===== src/rtl/common_pkg.sv =====
// common_pkg -- shared NoC defaults used across the switch fabric.
//   A_W                   : address field width of a flit
//   DEFAULT_D_W           : data field width of a flit
//   DEFAULT_VC_W          : number of virtual channels (one-hot VC width)
//   DEFAULT_VC_FIFO_DEPTH : downstream per-VC FIFO depth
package common_pkg;
    localparam int A_W                   = 8;
    localparam int DEFAULT_D_W           = 16;
    localparam int DEFAULT_VC_W          = 2;
    localparam int DEFAULT_VC_FIFO_DEPTH = 4;
endpackage


===== src/rtl/noc_vc_credit_arbiter_if.sv =====
// noc_vc_credit_arbiter_if -- requester, downstream and status signals of one
// switch output port.
//   req_vc        : per-requester one-hot VC request (all-zero = idle)
//   req_packet    : per-requester opaque packet
//   req_gnt       : one-hot acceptance of a requester's packet this cycle
//   tx_vc         : registered one-hot VC of the forwarded packet (0 = none)
//   tx_packet     : registered forwarded packet
//   tx_credit_gnt : downstream credit return, one credit per set bit per cycle
//   credit_avail  : bit v high while VC v holds at least one credit
//   err_credit_ovf, err_multihot : sticky error flags
// Handshake: a requester raises req_vc and holds req_vc/req_packet stable
// until it sees its req_gnt bit high; the packet is transferred in that cycle
// and appears on tx_vc/tx_packet one cycle later.
// Modports: slave = arbiter side, master = requesters/downstream side.
interface noc_vc_credit_arbiter_if
    import common_pkg::*;
#(
    parameter int NUM_REQ = 3,
    parameter int VC_W    = DEFAULT_VC_W,
    parameter int PKT_W   = A_W + DEFAULT_D_W
);
    logic [NUM_REQ*VC_W-1:0]  req_vc;
    logic [NUM_REQ*PKT_W-1:0] req_packet;
    logic [NUM_REQ-1:0]       req_gnt;
    logic [VC_W-1:0]          tx_vc;
    logic [PKT_W-1:0]         tx_packet;
    logic [VC_W-1:0]          tx_credit_gnt;
    logic [VC_W-1:0]          credit_avail;
    logic                     err_credit_ovf;
    logic                     err_multihot;

    modport slave (
        input  req_vc, req_packet, tx_credit_gnt,
        output req_gnt, tx_vc, tx_packet, credit_avail, err_credit_ovf, err_multihot
    );

    modport master (
        output req_vc, req_packet, tx_credit_gnt,
        input  req_gnt, tx_vc, tx_packet, credit_avail, err_credit_ovf, err_multihot
    );
endinterface


===== src/rtl/rr_arbiter.sv =====
// rr_arbiter -- rotating-priority picker.
//   eligible : requesters that may be granted this cycle
//   rr_ptr   : index with highest priority; search order rr_ptr, rr_ptr+1, ...
//   grant    : one-hot pick (all-zero when nothing is eligible)
module rr_arbiter #(
    parameter int NUM_REQ = 3,
    parameter int PTR_W   = (NUM_REQ > 1) ? $clog2(NUM_REQ) : 1
) (
    input  logic [NUM_REQ-1:0] eligible,
    input  logic [PTR_W-1:0]   rr_ptr,
    output logic [NUM_REQ-1:0] grant
);
    int   idx;
    logic found;

    // Walk offsets from the pointer; the inner loop keeps every bit select
    // constant so the picker unrolls into plain priority logic.
    always_comb begin
        grant = '0;
        found = 1'b0;
        idx   = 0;
        for (int k = 0; k < NUM_REQ; k++) begin
            idx = int'(rr_ptr) + k;
            if (idx >= NUM_REQ) idx = idx - NUM_REQ;
            for (int i = 0; i < NUM_REQ; i++) begin
                if (!found && (i == idx) && eligible[i]) begin
                    grant[i] = 1'b1;
                    found    = 1'b1;
                end
            end
        end
    end
endmodule


===== src/rtl/noc_vc_credit_arbiter.sv =====
// noc_vc_credit_arbiter -- shares one switch output port among NUM_REQ
// requesters with per-VC credit flow control toward the downstream FIFOs.
//   clk : rising-edge clock
//   rst : asynchronous active-high reset
//   bus : noc_vc_credit_arbiter_if.slave (requests, grants, forwarded packet,
//         credit returns, credit status, sticky errors)
// Each VC holds VC_FIFO_DEPTH-1 credits after reset. A requester is eligible
// when its VC request is exactly one-hot and that VC's registered counter is
// non-zero; returned credits only become usable on the following cycle.
module noc_vc_credit_arbiter
    import common_pkg::*;
#(
    parameter int NUM_REQ       = 3,
    parameter int VC_W          = DEFAULT_VC_W,
    parameter int VC_FIFO_DEPTH = DEFAULT_VC_FIFO_DEPTH,
    parameter int PKT_W         = A_W + DEFAULT_D_W
) (
    input  logic                     clk,
    input  logic                     rst,
    noc_vc_credit_arbiter_if.slave   bus
);
    localparam int CNT_W = $clog2(VC_FIFO_DEPTH);
    localparam int PTR_W = (NUM_REQ > 1) ? $clog2(NUM_REQ) : 1;
    localparam logic [CNT_W-1:0] CNT_MAX = CNT_W'(VC_FIFO_DEPTH - 1);

    logic [CNT_W-1:0]   cnt_q [VC_W];
    logic [PTR_W-1:0]   rr_ptr;
    logic [PTR_W-1:0]   next_ptr;
    logic [VC_W-1:0]    credit_avail;
    logic [NUM_REQ-1:0] eligible;
    logic [NUM_REQ-1:0] lane_multihot;
    logic [NUM_REQ-1:0] gnt;
    logic [VC_W-1:0]    sent_vc;
    logic [PKT_W-1:0]   gnt_pkt;
    logic [VC_W-1:0]    tx_vc_q;
    logic [PKT_W-1:0]   tx_packet_q;
    logic               err_ovf_q;
    logic               err_mh_q;

    always_comb begin
        credit_avail = '0;
        for (int v = 0; v < VC_W; v++) credit_avail[v] = (cnt_q[v] != '0);
    end

    // Gating with rst keeps req_gnt low for the whole reset pulse, so packets
    // pending at reset are never accepted.
    always_comb begin
        eligible      = '0;
        lane_multihot = '0;
        for (int i = 0; i < NUM_REQ; i++) begin
            lane_multihot[i] = (bus.req_vc[i*VC_W +: VC_W] != '0) &&
                               !$onehot(bus.req_vc[i*VC_W +: VC_W]);
            eligible[i]      = !rst && $onehot(bus.req_vc[i*VC_W +: VC_W]) &&
                               |(bus.req_vc[i*VC_W +: VC_W] & credit_avail);
        end
    end

    rr_arbiter #(
        .NUM_REQ (NUM_REQ),
        .PTR_W   (PTR_W)
    ) u_rr_arbiter (
        .eligible (eligible),
        .rr_ptr   (rr_ptr),
        .grant    (gnt)
    );

    // Route the winner's VC and packet; the pointer moves just past the winner.
    always_comb begin
        sent_vc  = '0;
        gnt_pkt  = '0;
        next_ptr = rr_ptr;
        for (int i = 0; i < NUM_REQ; i++) begin
            if (gnt[i]) begin
                sent_vc  = bus.req_vc[i*VC_W +: VC_W];
                gnt_pkt  = bus.req_packet[i*PKT_W +: PKT_W];
                next_ptr = PTR_W'((i + 1) % NUM_REQ);
            end
        end
    end

    always_ff @(posedge clk or posedge rst) begin
        if (rst) begin
            for (int v = 0; v < VC_W; v++) cnt_q[v] <= CNT_MAX;
            rr_ptr      <= '0;
            tx_vc_q     <= '0;
            tx_packet_q <= '0;
            err_ovf_q   <= 1'b0;
            err_mh_q    <= 1'b0;
        end else begin
            rr_ptr  <= next_ptr;
            tx_vc_q <= sent_vc;
            if (|sent_vc) tx_packet_q <= gnt_pkt;
            // Send and return on the same VC cancel out. A send implies a
            // non-zero count, so the decrement cannot underflow.
            for (int v = 0; v < VC_W; v++) begin
                case ({sent_vc[v], bus.tx_credit_gnt[v]})
                    2'b10: cnt_q[v] <= cnt_q[v] - CNT_W'(1);
                    2'b01: begin
                        if (cnt_q[v] == CNT_MAX) err_ovf_q <= 1'b1;
                        else                     cnt_q[v] <= cnt_q[v] + CNT_W'(1);
                    end
                    default: ;
                endcase
            end
            if (|lane_multihot) err_mh_q <= 1'b1;
        end
    end

    assign bus.req_gnt        = gnt;
    assign bus.tx_vc          = tx_vc_q;
    assign bus.tx_packet      = tx_packet_q;
    assign bus.credit_avail   = credit_avail;
    assign bus.err_credit_ovf = err_ovf_q;
    assign bus.err_multihot   = err_mh_q;
endmodule

===== src/flat_wrapper.sv =====
// flat-port wrapper written by rule: the top's interface ports become plain ports
module noc_vc_credit_arbiter_flat import common_pkg::*;
#(
    parameter int NUM_REQ       = 3,
    parameter int VC_W          = DEFAULT_VC_W,
    parameter int VC_FIFO_DEPTH = DEFAULT_VC_FIFO_DEPTH,
    parameter int PKT_W         = A_W + DEFAULT_D_W
)
  (clk, rst, bus_req_vc, bus_req_packet, bus_tx_credit_gnt, bus_req_gnt, bus_tx_vc, bus_tx_packet, bus_credit_avail, bus_err_credit_ovf, bus_err_multihot);
  noc_vc_credit_arbiter_if #(.NUM_REQ(NUM_REQ), .VC_W(VC_W), .PKT_W(PKT_W)) bus_i ();
  input  logic clk;
  input  logic rst;
  input wire logic [$bits(bus_i.req_vc)-1:0] bus_req_vc;
  input wire logic [$bits(bus_i.req_packet)-1:0] bus_req_packet;
  input wire logic [$bits(bus_i.tx_credit_gnt)-1:0] bus_tx_credit_gnt;
  output wire logic [$bits(bus_i.req_gnt)-1:0] bus_req_gnt;
  output wire logic [$bits(bus_i.tx_vc)-1:0] bus_tx_vc;
  output wire logic [$bits(bus_i.tx_packet)-1:0] bus_tx_packet;
  output wire logic [$bits(bus_i.credit_avail)-1:0] bus_credit_avail;
  output wire logic [$bits(bus_i.err_credit_ovf)-1:0] bus_err_credit_ovf;
  output wire logic [$bits(bus_i.err_multihot)-1:0] bus_err_multihot;
  assign bus_i.req_vc = bus_req_vc;
  assign bus_i.req_packet = bus_req_packet;
  assign bus_i.tx_credit_gnt = bus_tx_credit_gnt;
  assign bus_req_gnt = bus_i.req_gnt;
  assign bus_tx_vc = bus_i.tx_vc;
  assign bus_tx_packet = bus_i.tx_packet;
  assign bus_credit_avail = bus_i.credit_avail;
  assign bus_err_credit_ovf = bus_i.err_credit_ovf;
  assign bus_err_multihot = bus_i.err_multihot;
  noc_vc_credit_arbiter #(.NUM_REQ(NUM_REQ), .VC_W(VC_W), .VC_FIFO_DEPTH(VC_FIFO_DEPTH), .PKT_W(PKT_W)) u_core (.clk(clk), .rst(rst), .bus(bus_i));
endmodule

===== config.mk =====
export PLATFORM = sky130hd
export DESIGN_NAME = noc_vc_credit_arbiter_flat
export DESIGN_NICKNAME = d
export VERILOG_FILES = /design/src/rtl/common_pkg.sv /design/src/rtl/noc_vc_credit_arbiter_if.sv /design/src/rtl/rr_arbiter.sv /design/src/rtl/noc_vc_credit_arbiter.sv /design/src/flat_wrapper.sv
export SDC_FILE = /design/constraint.sdc
export NUM_CORES = 1
export LEC_CHECK = 0
export CAP_MARGIN = 20
export CORE_ASPECT_RATIO = 0.75
export CORE_MARGIN = 2
export CORE_UTILIZATION = 39
export DETAILED_ROUTE_END_ITERATION = 7
export GPL_ROUTABILITY_DRIVEN = 0
export PLACE_DENSITY = 0.81
export SETUP_SLACK_MARGIN = 0.5
export SLEW_MARGIN = 0
export SYNTH_ARGS = -nofsm -noshare
export SYNTH_HDL_FRONTEND = slang
export SYNTH_HIERARCHICAL = 1
export SYNTH_SLANG_ARGS = --single-unit

===== constraint.sdc =====
create_clock -name clk -period 3.7 [get_ports clk]
set_input_delay 0.37 -clock clk [delete_from_list [all_inputs] [get_ports clk]]
set_output_delay 0.37 -clock clk [all_outputs]
set_load 0.05 [all_outputs]

Word-level counts from Yosys, hierarchy flattened. Cells that the tools add are included.

Bits in registers: 34. Output and inout port bits: 33. Word-level logic and storage cells: 134.

Add/sub/neg operators: 12. Order comparisons: 3. Equality and inequality tests: 17. Mux-type cells: 36. Bitwise logic cells: 3. Reduce and logical (&&, ||, !) cells: 56.

Operators by type and width (count): $eq A2 B32 Y1 const A (3); $eq A3 B32 Y1 const A (3); $logic_not A32 Y1 (3); $mux W32 (3); $mux W24 (3); $logic_and A1 B1 Y1 (26); $mux W1 (20); $mux W2 (8); $reduce_bool A2 Y1 (7); $logic_not A1 Y1 (12); $eq A2 B1 Y1 const B (5); $eq A2 B2 Y1 const B (4); $pmux W2 S2 (2); $reduce_or A2 Y1 (4); $sub A3 B2 Y4 const B (2); $add A1 B1 Y2 (3); $and A2 B2 Y2 (3); $ge A3 B2 Y1 const B (2); $add A2 B1 Y2 const B (2); $ne A2 B2 Y1 const B (2); $reduce_and A2 Y1 (2); $sub A2 B1 Y2 const B (2); $add A2 B1 Y3 const B (1); $add A2 B2 Y3 const B (1); 4 further kinds (4).

Logic depth before layout (Yosys ltp). Gate-level depths: netlist of the first run.

Word-level depth: 43. Gate-level depth with buffers: 12.

By module. Netlist of the first run, hierarchy kept.

Modules (own cells, without submodules): noc_vc_credit_arbiter (instances 1, cells an instance 201, area an instance 1943.1 um^2, seq. area each 855.8 um^2); rr_arbiter (instances 1, cells an instance 16, area an instance 116.4 um^2, seq. area each 0.0 um^2).

Worst setup path after synthesis of the first run. Ideal clock, no wire load.

Path kind: reg-to-reg. Start point: reg u_core/cnt_q[0] (netlist bit). End point: reg u_core.tx_packet_q[0], in the netlist u_core/bus.tx_packet[0]. Arrival time: 4.167 ns. Data required time: 3.572 ns. Slack: -0.595 ns. Cell stages (with the launch flop): 13. Buffers on the path: 2. Period minus slack after synthesis: 4.295 ns. Cell sequence: dfstp_2 -> or2_2 -> clkbuf_1 -> a22o_1 -> and3_1 -> inv_1 -> o41ai_2 -> nand3b_1 -> a21boi_1 -> a31oi_1 -> nor3_4 -> buf_6 -> mux2_1.

Elaborated cells on any way between the ends: 58. Those cells by class: mux: 22; bitwise: 3; reduce/logical: 33.

RTL lines: from (decl) (RTL line noc_vc_credit_arbiter.sv:26) `logic [CNT_W-1:0] cnt_q [VC_W];`; from (signal, indexed assignment) (RTL line noc_vc_credit_arbiter.sv:97) `2'b10: cnt_q[v] <= cnt_q[v] - CNT_W'(1);`; from (signal, indexed assignment) (RTL line noc_vc_credit_arbiter.sv:100) `else cnt_q[v] <= cnt_q[v] + CNT_W'(1);`; $reduce_bool A2 Y1 * (RTL line noc_vc_credit_arbiter.sv:42) `for (int v = 0; v < VC_W; v++) credit_avail[v] = (cnt_q[v] != '0);`; net bus_credit_avail[1] (RTL line flat_wrapper.sv:19) `output wire logic [$bits(bus_i.credit_avail)-1:0] bus_credit_avail;`; $and A2 B2 Y2 * (RTL line noc_vc_credit_arbiter.sv:54) `|(bus.req_vc[i*VC_W +: VC_W] & credit_avail);`; $reduce_or A2 Y1 * (RTL line noc_vc_credit_arbiter.sv:54); $logic_and A1 B1 Y1 * (RTL line noc_vc_credit_arbiter.sv:53) `eligible[i] = !rst && $onehot(bus.req_vc[i*VC_W +: VC_W]) &&`; net u_core.eligible[1] (RTL line noc_vc_credit_arbiter.sv:30) `logic [NUM_REQ-1:0] eligible;`; $logic_and A1 B1 Y1 (RTL line rr_arbiter.sv:26) `if (!found && (i == idx) && eligible[i]) begin`; $mux W1 (RTL line rr_arbiter.sv:26); (+17 left out); $logic_and A1 B1 Y1 (2 in series) (RTL line rr_arbiter.sv:26); $mux W1 (RTL line rr_arbiter.sv:26); $logic_not A1 Y1 (RTL line rr_arbiter.sv:26); $logic_and A1 B1 Y1 (2 in series) (RTL line rr_arbiter.sv:26); $mux W1 * (RTL line rr_arbiter.sv:26); net bus_req_gnt[1] (RTL line flat_wrapper.sv:16) `output wire logic [$bits(bus_i.req_gnt)-1:0] bus_req_gnt;`; $mux W2 (2 in series) (RTL line noc_vc_credit_arbiter.sv:73) `if (gnt[i]) begin`; $reduce_or A2 Y1 (RTL line noc_vc_credit_arbiter.sv:92) `if (|sent_vc) tx_packet_q <= gnt_pkt;`; to (signal assigned) (RTL line noc_vc_credit_arbiter.sv:92); to (decl) (RTL line noc_vc_credit_arbiter.sv:36) `logic [PKT_W-1:0] tx_packet_q;`.

Mark *: on every way through the listed nets, which the timed path passes. The rest lies on a longest branch. A chain may end at the register's enable or synchronous reset.

Worst setup path after layout of the first run.
Start point: reg u_core/cnt_q[2] (netlist bit). End point: out bus_req_gnt[2].

Cells in the longest elaborated chain, start to end: 38. Elaborated cells on any way between the ends: 46. Those cells by class: mux: 11; bitwise: 3; reduce/logical: 32.

Ends and longest elaborated chain (RTL line): $reduce_bool A2 Y1 * (noc_vc_credit_arbiter.sv:42); $and A2 B2 Y2 * (noc_vc_credit_arbiter.sv:54); $reduce_or A2 Y1 * (noc_vc_credit_arbiter.sv:54); $logic_and A1 B1 Y1 * (noc_vc_credit_arbiter.sv:53); net u_core.eligible[0] (noc_vc_credit_arbiter.sv:30); $logic_and A1 B1 Y1 (rr_arbiter.sv:26); $mux W1 (rr_arbiter.sv:26); $logic_not A1 Y1 (rr_arbiter.sv:26); (+20 left out); $logic_and A1 B1 Y1 (2 in series) (rr_arbiter.sv:26); $mux W1 (rr_arbiter.sv:26); $logic_not A1 Y1 (rr_arbiter.sv:26); $logic_and A1 B1 Y1 (2 in series) (rr_arbiter.sv:26); $mux W1 (rr_arbiter.sv:26); $logic_not A1 Y1 (rr_arbiter.sv:26); $logic_and A1 B1 Y1 (2 in series) (rr_arbiter.sv:26); $mux W1 * (rr_arbiter.sv:26); to (decl) (flat_wrapper.sv:16).

Marks and branches as above.

==> results of run 1 <==
state kept, by name, summed over array words and instances, names as in the netlist:
signal                     flops
u_core/cnt_q                   4
u_core/bus.tx_vc               2
u_core/bus.tx_packet          24
u_core/bus.err_credit_ovf      1
u_core/rr_ptr                  2
u_core/bus.err_multihot        1
per-layer routing:
layer / vias up / global-route usage, % / share of wire [%]
li1: 1006 / - / -
met1: 946 / 25.2 / 42
met2: 87 / 36.8 / 47
met3: 4 / 7.56 / 10
met4: 0 / 5.19 / 0.55
met5: - / 0 / 0
through the flow:
stage / cell area, µm² / hold WS [ps] / setup WS, ps / power [µW] / utilization (%)
2_1_floorplan: 2140 / 319 / 71.1 / 1490 / -
3_3_place_gp: 3330 / 456 / 360 / 1880 / 66.9
3_5_place_dp: 3330 / 459 / 245 / 1920 / 66.9
4_1_cts: 3430 / 320 / 504 / 2210 / 68.9
5_1_grt: 3460 / 335 / 516 / 2360 / 69.5
6_report: 3460 / 319 / 625 / 2230 / 69.5
power by group:
part	total, µW	leakage [µW]	internal, µW	switching [µW]
logic	1390	0.000955	574	814
clock network	281	0.0000482	150	131
registers	561	0.000429	499	62.3
total	2230	0.00143	1220	1010
cell families (layout without fill, tap and decap cells):
group / Yosys count / in the layout
compound gates: 72 / 72
simple gates: 59 / 59
flops: 34 / 34
buf+inv: 23 / 136
fa+ha+maj: 5 / 5
mux: 24 / 24
cells in the mapped netlist, drive strengths merged:
library cell,n
a21boi,3
a21o,2
a21oi,8
a22o,3
a22oi,23
a31oi,2
a41o,1
and2,2
and3,3
buf,5
clkbuf,10
dfrtp,30
dfstp,4
ha,5
inv,8
mux2,24
nand2,29
nand2b,2
nand3,1
nand3b,2
nor2,6
nor2b,6
nor3,4
o211ai,2
o21ai,26
o41ai,2
or2,3
or4,1
cell type report:
class | instances | share of cell area [%]
clock inverter | 1 | 0.145
sequential | 34 | 24.7
inverter | 8 | 0.976
timing repair buffer | 120 | 35.8
clock buffer | 7 | 2.49
multi-input combinational | 160 | 33.2
tap | 72 | 2.60
final timing paths:
check | end | slack (ps) | cells after the start
max reg2reg | u_core/bus.tx_packet[20] | 630 | 11
max | bus_req_gnt[2] | 620 | 7
min in group clk | u_core/bus.err_credit_ovf | 470 | 2
min reg2reg | u_core/bus.err_credit_ovf | 470 | 2
max in group asynchronous | u_core/cnt_q[1] | 2760 | 3
min | u_core/bus.err_multihot | 320 | 2
worst reg2reg max path, cell delays in order, from the launching register on:
cell	delay (ps)
dfstp_2	390
or2_2	350
a22o_1	190
and3_4	180
and2_4	160
o41ai_4	360
buf_8	290
a21oi_1	140
a21boi_1	300
nor3_4	70
buf_12	170
mux2_1	350
what timing repair did:
action                     in CTS  in global routing
resized for setup               2                  6
hold buffers                    0                  0
setup buffers                   0                  1
setup endpoints to repair      11                 25
pin swaps                       0                  1
==> impl_metrics.csv, run 1 <==
group,metric,value,unit
outcome,status,"finished clean",
flow_run,cap_violations,0,
layout,area_growth,68.0,%
critical_path,worstSetupPathType,"flop to primary output",
synthesis,yosys.area_share.simple,14.1,%
die,core_area,4980,µm²
grt,overflow,0,
synthesis,synthMuxAreaShare,13.1,%
clock_tree,cts_buffers,5,
sta,hold_viol,0,
grt,grt_usage,21.3,%
pwr,power.density,644,nW/µm²
clock_tree,clock_sinks,34,
layout,nFillCells,400,
synthesis,synthXorXnorAreaFrac,0,%
layout,multi_input_area,1150,µm²
sta,rsz0062_at_grt,"false",
critical_path,startpoint_type,"flop",
die,ios,115,
sta,worst_slew_pin_slew,600,ps
sta,setup_viol,0,
sta,fin_crit,3080,ps
critical_path,crit_path_max_incr_delay,520,ps
synthesis,synthAdderAreaFrac,3.04,%
route,drt_wl_total,6140,µm
synthesis,synthTopCellsByArea,"dfrtp_1, mux2_1, a22oi_1",
critical_path,reg2reg_from,"u_core/cnt_q[2]",
clock_tree,cts.path.max_buffers,2,
die,rows,22,
synthesis,avgSynthCellArea,9.49,µm²
sta,setup_tns,0,ps
die,start_util,41.3,%
place,placedCellCount,393,
pwr,power_leakage,0.00143,µW
synthesis,synth_area,2060,µm²
critical_path,required,3330,ps
layout,final_nets,416,
route,routed_via_density,5.08,
critical_path,cp_cell_sequence,"or2_2, a22o_1, and3_1, and2_1, o41ai_4, buf_6, buf_12",
synthesis,synth_nets,304,
critical_path,crit_arrival,2710,ps
clock_tree,clk_pin_slew,70,ps
synthesis,synth_cells,217,
worst_hold_path,hp-class,"input pin to async pin",
route,drt_iter0_drc,64,
critical_path,timing.critical_path.buf_inv,2,
sta,maxSlewViolCount,0,
synthesis,synth_cell_types,34,
pwr,vdd_ir_drop_max,312,µV
place,hpwlAfterDp,4560,µm
synthesis,yosysTopAreaCellShare,36.5,%
clock_tree,cts_root_buf,"clkbuf_8",
synthesis,yosysSeqAreaShare,41.6,%
die,die-area,5880,µm²
synthesis,synth_compound_area_share,23.1,%
die,chipHeight,66.9,µm
synthesis,ys_seq_elements,34,
layout,ff_latch_area,856,µm²
route,final_antenna_net_count,0,
sta,fmax,325,MHz
clock_tree,cts_tree,"built",
critical_path,path_delay_family,"simple AND/OR/NAND/NOR gates",
clock_tree,insertion_delay,290,ps
sta,post-route-period-util,83.1,%
layout,instances_no_fill,402,
sta,slew_headroom,59.9,%
clock_tree,h-tree-depth,2,
grt,grt_pass1_wl,9400,µm
route,wl_per_cell,15.3,µm
die,die_w,87.9,µm
layout,n_antenna_cell,0,
grt,antenna_found_initial,0,
synthesis,yosys_warnings,6,
route,drc,0,
grt,grt_pass1_vias,1965,
layout,final_cell_mix,"clkdlybuf4s50_1, dfrtp_1, nand2_1",
synthesis,synth_top_family_by_area,"compound AO/OA/AOI/OAI gates",
route,num_vias,2043,
place,portBuffers,114,
synthesis,yosysTopAreaCell,"dfrtp_1",
critical_path,cp-end-kind,"primary output",
layout,layout-drive-gt1-share,10.6,%
layout,final_common_cell,"clkdlybuf4s50_1",
critical_path,crit_path_max_fanout,37,
grt,grt_max_degree,38,
sta,finClkSkew,3.11,ps
critical_path,cp_slowest_cell,"o41ai_4",
route,dr.pass1.iters,4,
critical_path,critPathLaunch,"u_core/cnt_q[2]",
No activity file was read; power rests on OpenSTA's default activity.
==> inputs of run 2 (changes only) <==
Clock period 3.7 ns to 2.9 ns, I/O delays scaled along.
==> impl_metrics.csv, run 2 (synthesized netlist as in run 1, its figures left out) <==
group,metric,value,unit
outcome,status,"finished clean",
critical_path,startpoint_type,"flop",
sta,post-route-period-util,97.7,%
worst_hold_path,hp-class,"input pin to async pin",
die,start_util,41.3,%
critical_path,required,3060,ps
clock_tree,cts_buffers,5,
route,final_antenna_net_count,0,
route,drt_iter0_drc,117,
sta,slew_headroom,59.8,%
pwr,p_comb_share,70.6,%
die,die-area,5880,µm²
route,wl_per_cell,18.3,µm
critical_path,reg2reg_depth,13,
sta,maxSlewViolCount,0,
place,portBuffers,114,
clock_tree,h-tree-depth,2,
route,drc,0,
critical_path,cp-end-kind,"flop",
layout,layout-drive-gt1-share,33.1,%
pwr,p_clk_share,9.8,%
layout,n_antenna_cell,0,
route,dr.pass1.iters,4,
layout,final_common_cell,"clkdlybuf4s50_1",
clock_tree,postCtsHoldBufs,0,
grt,grt_pass1_vias,2395,
route,num_vias,2388,
grt,overflow,0,
pwr,seq_power_share,19.6,%
pwr,power.density,892,nW/µm²
layout,post-route-util,83.2,%
grt,grt_pass1_wl,11600,µm
layout,largest_reg_flops,24,
clock_tree,insertion_delay,290,ps
critical_path,crit_path_max_fanout,7,
clock_tree,clock_sinks,34,
layout,final_nets,458,
sta,fmax,353,MHz
die,rows,22,
grt,antenna_found_initial,0,
sta,hold_viol,0,
die,core_area,4980,µm²
sta,fin_crit,2830,ps
grt,grt_max_degree,28,
die,die_w,87.9,µm
sta,finClkSkew,10.3,ps
pwr,p_sw_share,42.3,%
critical_path,crit_path_max_incr_delay,370,ps
critical_path,cp_cell_sequence,"or2_4, a22o_1, and3_4, nand2_1, o41ai_4, buf_4, buf_8, a21oi_4, a21boi_2, nor3_4, buf_4, buf_8, mux2_4",
pwr,p_switching,1570,µW
layout,area_growth,101,%
route,drt_wl_total,8130,µm
sta,setup_viol,0,
die,chipHeight,66.9,µm
clock_tree,cts.path.max_buffers,2,
flow_run,cap_violations,0,
critical_path,cp_slowest_cell,"dfstp_2",
pwr,vdd_ir_drop_max,496,µV
pwr,power_leakage,0.00178,µW
clock_tree,clk_pin_slew,70,ps
critical_path,crit_arrival,3000,ps
sta,worst_slew_pin_slew,602,ps
clock_tree,cts_tree,"built",
place,hpwlAfterDp,5040,µm
route,routed_via_density,5.38,
sta,rsz0062_at_grt,"true",
layout,final_cell_mix,"clkdlybuf4s50_1, dfrtp_1, buf_4, nand2_1",
clock_tree,cts_root_buf,"clkbuf_8",
pwr,internal-power,2130,µW
critical_path,path_delay_family,"simple AND/OR/NAND/NOR gates",
critical_path,worstSetupPathType,"flop to flop",
grt,grt_usage,26.5,%
die,ios,115,
pwr,total_power,3700,µW
critical_path,worst-path-stages,13,
critical_path,timing.critical_path.buf_inv,4,
[run 2: cell count changes in the layout (fill, tap and decap cells not counted), moves of 6 or more]
cell     before  now
buf_4         3   29
mux2_4        0   24
mux2_1       20    0
buf_6         1   12
a21oi_1       8    2
nor2b_1       6    0
nor2b_4       0    6
[run 2: final timing paths]
check | start | endpoint | slack, ps
hold / removal | rst | u_core/bus.tx_vc[0] | 440
setup reg to reg | u_core/cnt_q[1] | u_core/bus.tx_packet[14] | 70
setup / recovery | u_core/cnt_q[1] | u_core/bus.tx_packet[14] | 70
max in group asynchronous | rst | u_core/bus.tx_packet[12] | 2160
hold reg to reg | u_core/bus.err_multihot | u_core/bus.err_multihot | 490
min in group clk | u_core/bus.err_multihot | u_core/bus.err_multihot | 490
[run 2: tightest hold or removal path: stages]
cell and delay [ps]:
clkdlybuf4s50_1 440, clkinvlp_4 140, buf_4 200
[run 2: cell type report]
cell class,count,area [µm²]
Timing Repair Buffer,162,1680
Multi-Input combinational cell,160,1390
Inverter,8,33.8
Fill cell,276,835
Sequential cell,34,856
Tap cell,72,90.1
Clock inverter,2,12.5
Clock buffer,6,82.6
[run 2: through the flow]
step	TNS [ps]	area (µm²)	setup WS [ps]	hold slack, ps	std cells
6_report	0	4150	66.0	440	444
5_1_grt	-454	4150	-48.0	468	444
3_5_place_dp	-5630	3560	-267	460	412
3_3_place_gp	-3920	3560	-211	464	412
2_1_floorplan	-16270	2230	-665	241	217
4_1_cts	0	4010	105	422	440
[run 2: timing repair]
item / in CTS / in global routing
setup endpoints to repair: 33 / 36
setup buffers: 16 / 4
pin swaps: 7 / 6
gates cloned: 4 / 0
gates resized for setup: 39 / 26
[run 2: metal layers]
metal | share of wire (%) | up-vias | global-route usage (%)
met2 | 49 | 130 | 46.8
met1 | 39 | 1130 | 30.5
met5 | 0 | - | 0
li1 | - | 1100 | -
met4 | 3.8 | 0 | 11.0
met3 | 8.3 | 28 | 6.94
[run 2: power groups by stage]
stage	clock network, µW	registers, µW	logic (µW)
3_5_place_dp	0	730	1960
2_1_floorplan	0	1100	937
5_1_grt	395	741	2730
3_3_place_gp	0	723	1930
4_1_cts	366	714	2450
6_report	363	726	2610
==> inputs of run 3 (changes only) <==
Settings changed: SLEW_MARGIN 0 to unset.
==> results of run 3 <==
Same layout as run 2: the final DEF is identical, and so are final timing and power.
